--- src/rtl/fwd_hazard_unit.sv ---
// Operand forwarding, load-use and long-latency op hazard detection for the
// decode/execute boundary, with a countdown scoreboard for one MUL/DIV in flight.
module fwd_hazard_unit #(
  parameter int NUM_SRC  = 2,
  parameter int AW       = 5,
  parameter int LONG_LAT = 4,
  parameter int CNT_W    = 16
) (
  input  logic                   clk,
  input  logic                   rst_n,
  input  logic [NUM_SRC*AW-1:0]  idex_rs,
  input  logic [NUM_SRC-1:0]     idex_src_used,
  input  logic [NUM_SRC*AW-1:0]  ifid_rs,
  input  logic [NUM_SRC-1:0]     ifid_src_used,
  input  logic [AW-1:0]          idex_rd,
  input  logic                   idex_memread,
  input  logic                   lop_issue,
  input  logic [AW-1:0]          lop_issue_rd,
  input  logic [AW-1:0]          exmem_rd,
  input  logic                   exmem_regwrite,
  input  logic [AW-1:0]          memwb_rd,
  input  logic                   memwb_regwrite,
  output logic [2*NUM_SRC-1:0]   fwd_sel,
  output logic                   stall,
  output logic                   lop_busy,
  output logic [AW-1:0]          lop_rd,
  output logic                   lop_complete,
  output logic [CNT_W-1:0]       stall_cycles
);

  localparam int CW = $clog2(LONG_LAT) + 1;

  logic [CW-1:0] count;
  logic          load_use;
  logic          lop_hazard;
  logic          struct_hazard;
  logic          issue_ok;

  // EX/MEM is the younger producer, so it wins over MEM/WB
  always_comb begin
    fwd_sel = '0;
    for (int i = 0; i < NUM_SRC; i++) begin
      if (idex_src_used[i] && exmem_regwrite && (exmem_rd != '0) &&
          (exmem_rd == idex_rs[i*AW +: AW]))
        fwd_sel[2*i +: 2] = 2'b10;
      else if (idex_src_used[i] && memwb_regwrite && (memwb_rd != '0) &&
               (memwb_rd == idex_rs[i*AW +: AW]))
        fwd_sel[2*i +: 2] = 2'b01;
    end
  end

  assign lop_complete = lop_busy && (count == CW'(1));

  always_comb begin
    load_use   = 1'b0;
    lop_hazard = 1'b0;
    for (int i = 0; i < NUM_SRC; i++) begin
      if (idex_memread && (idex_rd != '0) && ifid_src_used[i] &&
          (ifid_rs[i*AW +: AW] == idex_rd))
        load_use = 1'b1;
      // result is forwardable in its completion cycle, so no stall then
      if (lop_busy && !lop_complete && (lop_rd != '0) && ifid_src_used[i] &&
          (ifid_rs[i*AW +: AW] == lop_rd))
        lop_hazard = 1'b1;
    end
  end

  assign struct_hazard = lop_busy && lop_issue && !lop_complete;
  assign stall         = load_use || lop_hazard || struct_hazard;
  assign issue_ok      = lop_issue && (!lop_busy || lop_complete);

  always_ff @(posedge clk or negedge rst_n) begin
    if (!rst_n) begin
      lop_busy <= 1'b0;
      lop_rd   <= '0;
      count    <= '0;
    end else if (issue_ok) begin
      lop_busy <= 1'b1;
      lop_rd   <= lop_issue_rd;
      count    <= CW'(LONG_LAT - 1);
    end else if (lop_complete) begin
      lop_busy <= 1'b0;
      count    <= '0;
    end else if (lop_busy && (count > CW'(1))) begin
      count <= count - 1'b1;
    end
  end

  always_ff @(posedge clk or negedge rst_n) begin
    if (!rst_n)
      stall_cycles <= '0;
    else if (stall && (stall_cycles != '1))
      stall_cycles <= stall_cycles + 1'b1;
  end

endmodule
--- config.mk ---
export PLATFORM = sky130hd
export DESIGN_NAME = fwd_hazard_unit
export DESIGN_NICKNAME = d
export VERILOG_FILES = /design/src/rtl/fwd_hazard_unit.sv
export SDC_FILE = /design/constraint.sdc
export NUM_CORES = 1
export LEC_CHECK = 0
export ABC_CLOCK_PERIOD_IN_PS = 5000
export CORE_MARGIN = 8
export CORE_UTILIZATION = 45
export DETAILED_ROUTE_END_ITERATION = 16
export PLACE_DENSITY = 0.85
export SYNTH_ARGS = -nofsm -noshare
export SYNTH_HDL_FRONTEND = slang
export SYNTH_SLANG_ARGS = --single-unit
export TNS_END_PERCENT = 1
--- constraint.sdc ---
create_clock -name clk -period 5 [get_ports clk]
set_clock_uncertainty 0.1 [all_clocks]
set_input_delay 0.75 -clock clk [delete_from_list [all_inputs] [get_ports clk]]
set_output_delay 0.75 -clock clk [all_outputs]
set_load 0.03 [all_outputs]
==> results of run 1 <==
==> power breakdown <==
part	switching (µW)	total (µW)	leakage [µW]	internal, µW
sequential	82.8	348	0.000318	265
combinational	296	565	0.000650	269
clock	65.4	121	0.0000255	55.8
total	444	1030	0.000994	590
==> kinds of logic after synthesis <==
family,after synthesis
DFF,25
and+or+nand+nor,66
buffers and inverters,5
adders and majority gates,3
AOI/OAI and AO/OA,14
xor gates and xnor gates,55
muxes,6
==> flip-flops by register name, indices dropped and copies added, names as in the netlist <==
name          cells
stall_cycles     16
lop_rd            5
count             3
lop_busy          1
==> cells in the mapped netlist, drive strengths merged (2+ instances only) <==
master  number
and3         6
clkbuf       2
nand2       13
xor2        17
inv          3
nor2         5
nor4         4
o21ai        5
nand3       12
nor3         5
and2         2
nand4       11
xnor2       38
ha           3
mux2         6
or4          4
nor2b        2
dfrtp       25
==> placed cells by master (no fill, tap or decap), types with 4 or more instances in the layout <==
master / n
clkdlybuf4s50_1: 77
xnor2_1: 38
dfrtp_1: 25
xor2_1: 17
nand2_1: 13
nand3_1: 12
nand4_1: 11
and3_1: 6
nor3_1: 5
nor2_1: 5
mux2_2: 5
or4_1: 4
o21ai_0: 4
nor4_1: 4
==> worst max-delay path, delay by kind of cell <==
kind,cells,cell delay (ns)
xor+xnor,1,0.19
compound gates,1,0.31
buf+inv,2,1.19
simple gates,3,0.69
==> per-layer routing <==
metal	share of wire, %	vias up
met5	0	-
met4	1.4	0
met3	7.2	7
met2	46	51
met1	46	721
li1	-	781
==> worst min-delay path by stage <==
stage                             to  depth (start not counted)  slack, ns        startpoint
floorplan                   count[0]                          0       0.35             rst_n
finish              stall_cycles[14]                          1       0.39  stall_cycles[14]
detailed placement   stall_cycles[6]                          1       0.39   stall_cycles[6]
global placement     stall_cycles[6]                          1       0.38   stall_cycles[6]
global route         stall_cycles[6]                          1       0.41   stall_cycles[6]
CTS                  stall_cycles[6]                          1       0.40   stall_cycles[6]
==> final cells by class <==
type / count / share of cell area, %
well taps: 48 / 2.332
inverters: 3 / 0.4373
flip-flops and latches: 25 / 24.30
clock inverters: 1 / 0.1944
repair buffers: 78 / 30.22
multi-input cells: 144 / 40.91
clock buffers: 3 / 1.603
==> stage by stage <==
stage | utilization, % | power [µW] | cell area (µm²) | hold WS, ns
after floorplan | - | 689.8 | 1698 | 0.3544
after global routing | 70.87 | 1100 | 2575 | 0.4122
final | 70.87 | 1034 | 2575 | 0.3939
after global placement | 69.59 | 907.9 | 2529 | 0.3777
after CTS | 70.87 | 1041 | 2575 | 0.3989
after detailed placement | 69.59 | 918.1 | 2529 | 0.3860
==> run metrics, run 1 <==
status completed; crit path DAT 3.13 ns; Post-Synthesis Cells 174; number of synthesized flops with an enable pin 0; CTS Buffer Depth 2; worst-path maximum fanout 7; number of max-cap violations 0; Fillers 296; Residual DRC 0; CP endpoint stall; proportion of synthesized area in mux cells 3.979%; Routed WL 4833 µm; Slowest cell on crit path clkdlybuf4s50_1; Power Dens Cells 401.7 nW/µm²; Cells after DPL 298; # nets final 308; Place WS 1.017 ns; Period minus WS final 3.978 ns; root buffer cell clkbuf_8; TritonCTS Buffers 3; period utilisation layout 79.56%; Synth area leaders dfrtp_1, xnor2_1, xor2_1, nand4_1, nand3_1; GRT met2 Usage 26.03%; first-pass GRT wire length 8148 µm; ys async rst share 100.0%; compound-gate portion of the synthesized area 6.632%; Worst-path clk slew 0.09 ns; FF-to-FF setup slack 2.68 ns; Synth Area in XOR/XNOR 28.37%; DIE AREA 5995 µm²; hold crit path type reg -> reg; Synth cell types 32; Syn-to-layout area delta 51.66%; GRT Max-Usage Layer met2; Slew headroom 75.90%; Top FF cell, synth dfrtp_1; syn nets 227; vias in the first global route 1606; Port Buffers 77; max-slew violation count 0; I/O pins 78; Setup TNS 0 ns; slowest cell delay on critical path 0.74 ns; register area share after synthesis 36.85%; RSZ-0062 raised after global routing false; Non-Filler Instances 302; cell area after synthesis 1698 µm²; clk_lat worst skew 0.27 ns; worst r2r path cells 6; Critical Path RT 4.15 ns; worst setup path startpoint ifid_rs[7]; Yosys top cell by area dfrtp_1; Initial Util 46.73%; Die Width 77.43 µm; CP Launch Type input pin; layout cell share with drive strength beyond 1 4.724%; Antenna Nets Post-Route 0; Leak 0.0009937 µW; hpwl dp 4096 µm; register area 625.6 µm²; CTS resizes 0; H-tree depth 1; WL per Instance 16.00 µm; Warnings, synthesis 0; vias after detailed routing 1560; CP cell instances clkdlybuf4s50_1 > xor2_1 > nor4_1 > nand3_1 > a211o_1 > nand3_1 > clkdlybuf4s50_1; met3 usage 5.645%; area fraction in and, or, nand and nor cells after synthesis 20.85%; largest net degree at the start of global routing 26; Worst R2R Start lop_rd[2]; largest family of logic cells by synthesized area XOR/XNOR gates; initial antenna violation count 0; Post-CTS Repair Setup Buffers 0; top cell type's share of synthesized area 36.85%; 1st-iter DRT viols 88; total track usage 16.14%; syn avg cell area 9.758 µm²; FMAX 0.2514 GHz; final hold vios 0; synthesized flop and latch total 25; final setup vio count 0; Synth Area in Adders 2.211%; worst setup margin 1.022 ns; Detailed Routing Iterations Pass 1 4; die height 77.43 µm; multi-input combinational cell area 1054 µm²; slew of the pin with the lowest slew margin 0.3604 ns; Overflow after GRT 0; vias per inst 5.166; worst r2r dst stall_cycles[1]; CTS tree yes; Antenna diodes 0; Max rail drop VDD 0.0004175 V; critical path class in -> out; clk sinks 25; GP Congestion 0.8925; met1 usage 20.33%; Std-Cell Rows 22; core box area 3633 µm²; CTS Hold Bufs 0; CP endpoint kind output port
Power figures use the tool's default switching activity.
==> run 2, diff against run 1 <==
--- a/config.mk
+++ b/config.mk
@@ -5,11 +5,11 @@
 export SDC_FILE = /design/constraint.sdc
 export NUM_CORES = 1
 export LEC_CHECK = 0
-export ABC_CLOCK_PERIOD_IN_PS = 5000
+export ABC_CLOCK_PERIOD_IN_PS = 4100
 export CORE_MARGIN = 8
-export CORE_UTILIZATION = 45
+export CORE_UTILIZATION = 42
 export DETAILED_ROUTE_END_ITERATION = 16
-export PLACE_DENSITY = 0.85
+export PLACE_DENSITY = 0.8
 export SYNTH_ARGS = -nofsm -noshare
 export SYNTH_HDL_FRONTEND = slang
 export SYNTH_SLANG_ARGS = --single-unit
==> constraint.sdc (replaced) <==
create_clock -name clk -period 4.1 [get_ports clk]
set_clock_uncertainty 0.1 [all_clocks]
set_input_delay 0.615 -clock clk [delete_from_list [all_inputs] [get_ports clk]]
set_output_delay 0.615 -clock clk [all_outputs]
set_load 0.03 [all_outputs]
==> run 2 against run 1 <==
Compared with the run above: final area about the same; worst hold slack got worse by 0.0016 ns; global-route usage fell by 1.0 points; critical path depth stayed put; clock power up 22%; via count up 0.32%; sequential cell count unchanged; register-to-register slack worse by 0.88 ns; critical endpoint unchanged; largest power group unchanged.
==> run metrics, run 2 (synthesis gave the netlist of run 1 again) <==
vias per inst 5.148; # nets final 308; max reg flops 16; Overflow after GRT 0; worst r2r path cells 6; worst-path maximum fanout 2; RSZ-0062 raised after global routing false; Die Width 79.58 µm; DIE AREA 6333 µm²; CP endpoint stall; vias in the first global route 1573; GRT met2 Usage 25.84%; crit path DAT 2.84 ns; worst setup path startpoint ifid_rs[9]; vias after detailed routing 1565; multi-input combinational cell area 1054 µm²; slew of the pin with the lowest slew margin 1.066 ns; FF-to-FF setup slack 1.80 ns; Core Util, Final 65.38%; Fillers 346; clk sinks 25; Slew headroom 28.69%; Port Buffers 77; H-tree depth 1; clk_lat worst skew 0.27 ns; Antenna diodes 0; Setup TNS 0 ns; I/O pins 78; largest net degree at the start of global routing 26; first-pass GRT wire length 7790 µm; 1st-iter DRT viols 99; GRT Max-Usage Layer met2; Residual DRC 0; critical path class in -> out; final setup vio count 0; Detailed Routing Iterations Pass 1 4; number of max-cap violations 0; core box area 3943 µm²; Antenna Nets Post-Route 0; CTS tree yes; Power Dens Cells 492.0 nW/µm²; Critical Path RT 3.38 ns; register area 625.6 µm²; TritonCTS Buffers 3; CTS Hold Bufs 0; CP endpoint kind output port; Post-CTS Repair Setup Buffers 0; hold crit path type reg -> reg; Period minus WS final 3.558 ns; WL per Instance 15.55 µm; layout cell share with drive strength beyond 1 4.724%; CTS Buffer Depth 2; status completed; final hold vios 0; Worst-path clk slew 0.09 ns; Leak 0.0009939 µW; Max rail drop VDD 0.0004762 V; met3 usage 5.180%; Syn-to-layout area delta 51.81%; Cells after DPL 300; CP Launch Type input pin; max-slew violation count 0; hpwl dp 3945 µm; Biggest register stall_cycles; GP Congestion 0.8502; Initial Util 43.07%; commonest cells after routing, fill and taps aside clkdlybuf4s50_1, xnor2_1, dfrtp_1; Worst R2R Start lop_rd[4]; die height 79.58 µm; worst r2r dst stall_cycles[1]; met1 usage 18.17%; period utilisation layout 86.78%; commonest non-fill, non-tap cell in the layout clkdlybuf4s50_1; top flop regs stall_cycles x16, lop_rd x5, count x3; FMAX 0.2811 GHz; Std-Cell Rows 23; initial antenna violation count 0; Non-Filler Instances 304; CTS resizes 0; Routed WL 4727 µm; total track usage 15.14%; root buffer cell clkbuf_8
==> run 2: cell counts in the layout (fill, tap and decap cells not counted) <==
No cell type changed its count.
==> run 2: worst min-delay path by stage <==
stage,slack (ns),start,cells after the start,to
2_1_floorplan,0.22,rst_n,0,count[0]
3_3_place_gp,0.38,stall_cycles[14],1,stall_cycles[14]
3_5_place_dp,0.39,stall_cycles[14],1,stall_cycles[14]
4_1_cts,0.40,stall_cycles[14],1,stall_cycles[14]
5_1_grt,0.43,stall_cycles[15],1,stall_cycles[15]
6_report,0.39,stall_cycles[14],1,stall_cycles[14]
==> run 2: area by class of cell <==
cell class                      instances  area share, %
Clock buffer                            3          1.602
Clock inverter                          1         0.1942
Inverter                                3         0.4369
Multi-Input combinational cell        144          40.87
Sequential cell                        25          24.27
Tap cell                               50          2.427
Timing Repair Buffer                   78          30.19
==> run 2: power breakdown <==
part / internal (µW) / switching, µW / total [µW] / leakage [µW]
Combinational: 333 / 362 / 695 / 0.000650
Sequential: 324 / 102 / 425 / 0.000318
Clock: 68.1 / 79.8 / 148 / 0.0000255
==> run 2: metal layers <==
metal  wire [µm]  part of all wire (%)  vias up
met5           0                     0        -
met4          25                  0.53        0
met3         345                   7.3        2
met2        2355                    50       56
met1        2001                    42      726
li1            -                     -      781
==> run 2: worst max-delay path: stages <==
cell             delay [ns]
clkdlybuf4s50_1        0.45
xor2_1                 0.18
nor4_1                 0.32
nand3_1                0.12
a211o_1                0.31
nand3_1                0.15
clkdlybuf4s50_1        0.70
==> run 2: per-stage QoR <==
step / total power [µW] / cell area (µm²) / worst slack (ns) / hold WS, ns
floorplan: 841.2 / 1698 / 1.180 / 0.2194
global placement: 1120 / 2531 / 0.5351 / 0.3803
detailed placement: 1131 / 2531 / 0.5195 / 0.3889
CTS: 1279 / 2577 / 0.5184 / 0.4009
global route: 1352 / 2577 / 0.4342 / 0.4299
finish: 1268 / 2577 / 0.5420 / 0.3922
==> run 3, diff against run 2 <==
--- a/config.mk
+++ b/config.mk
@@ -9,6 +9,7 @@
 export CORE_MARGIN = 8
 export CORE_UTILIZATION = 42
 export DETAILED_ROUTE_END_ITERATION = 16
+export HOLD_SLACK_MARGIN = 0.08
 export PLACE_DENSITY = 0.8
 export SYNTH_ARGS = -nofsm -noshare
 export SYNTH_HDL_FRONTEND = slang
==> results of run 3 <==
Final layout, timing and power as in run 2 (identical DEF).
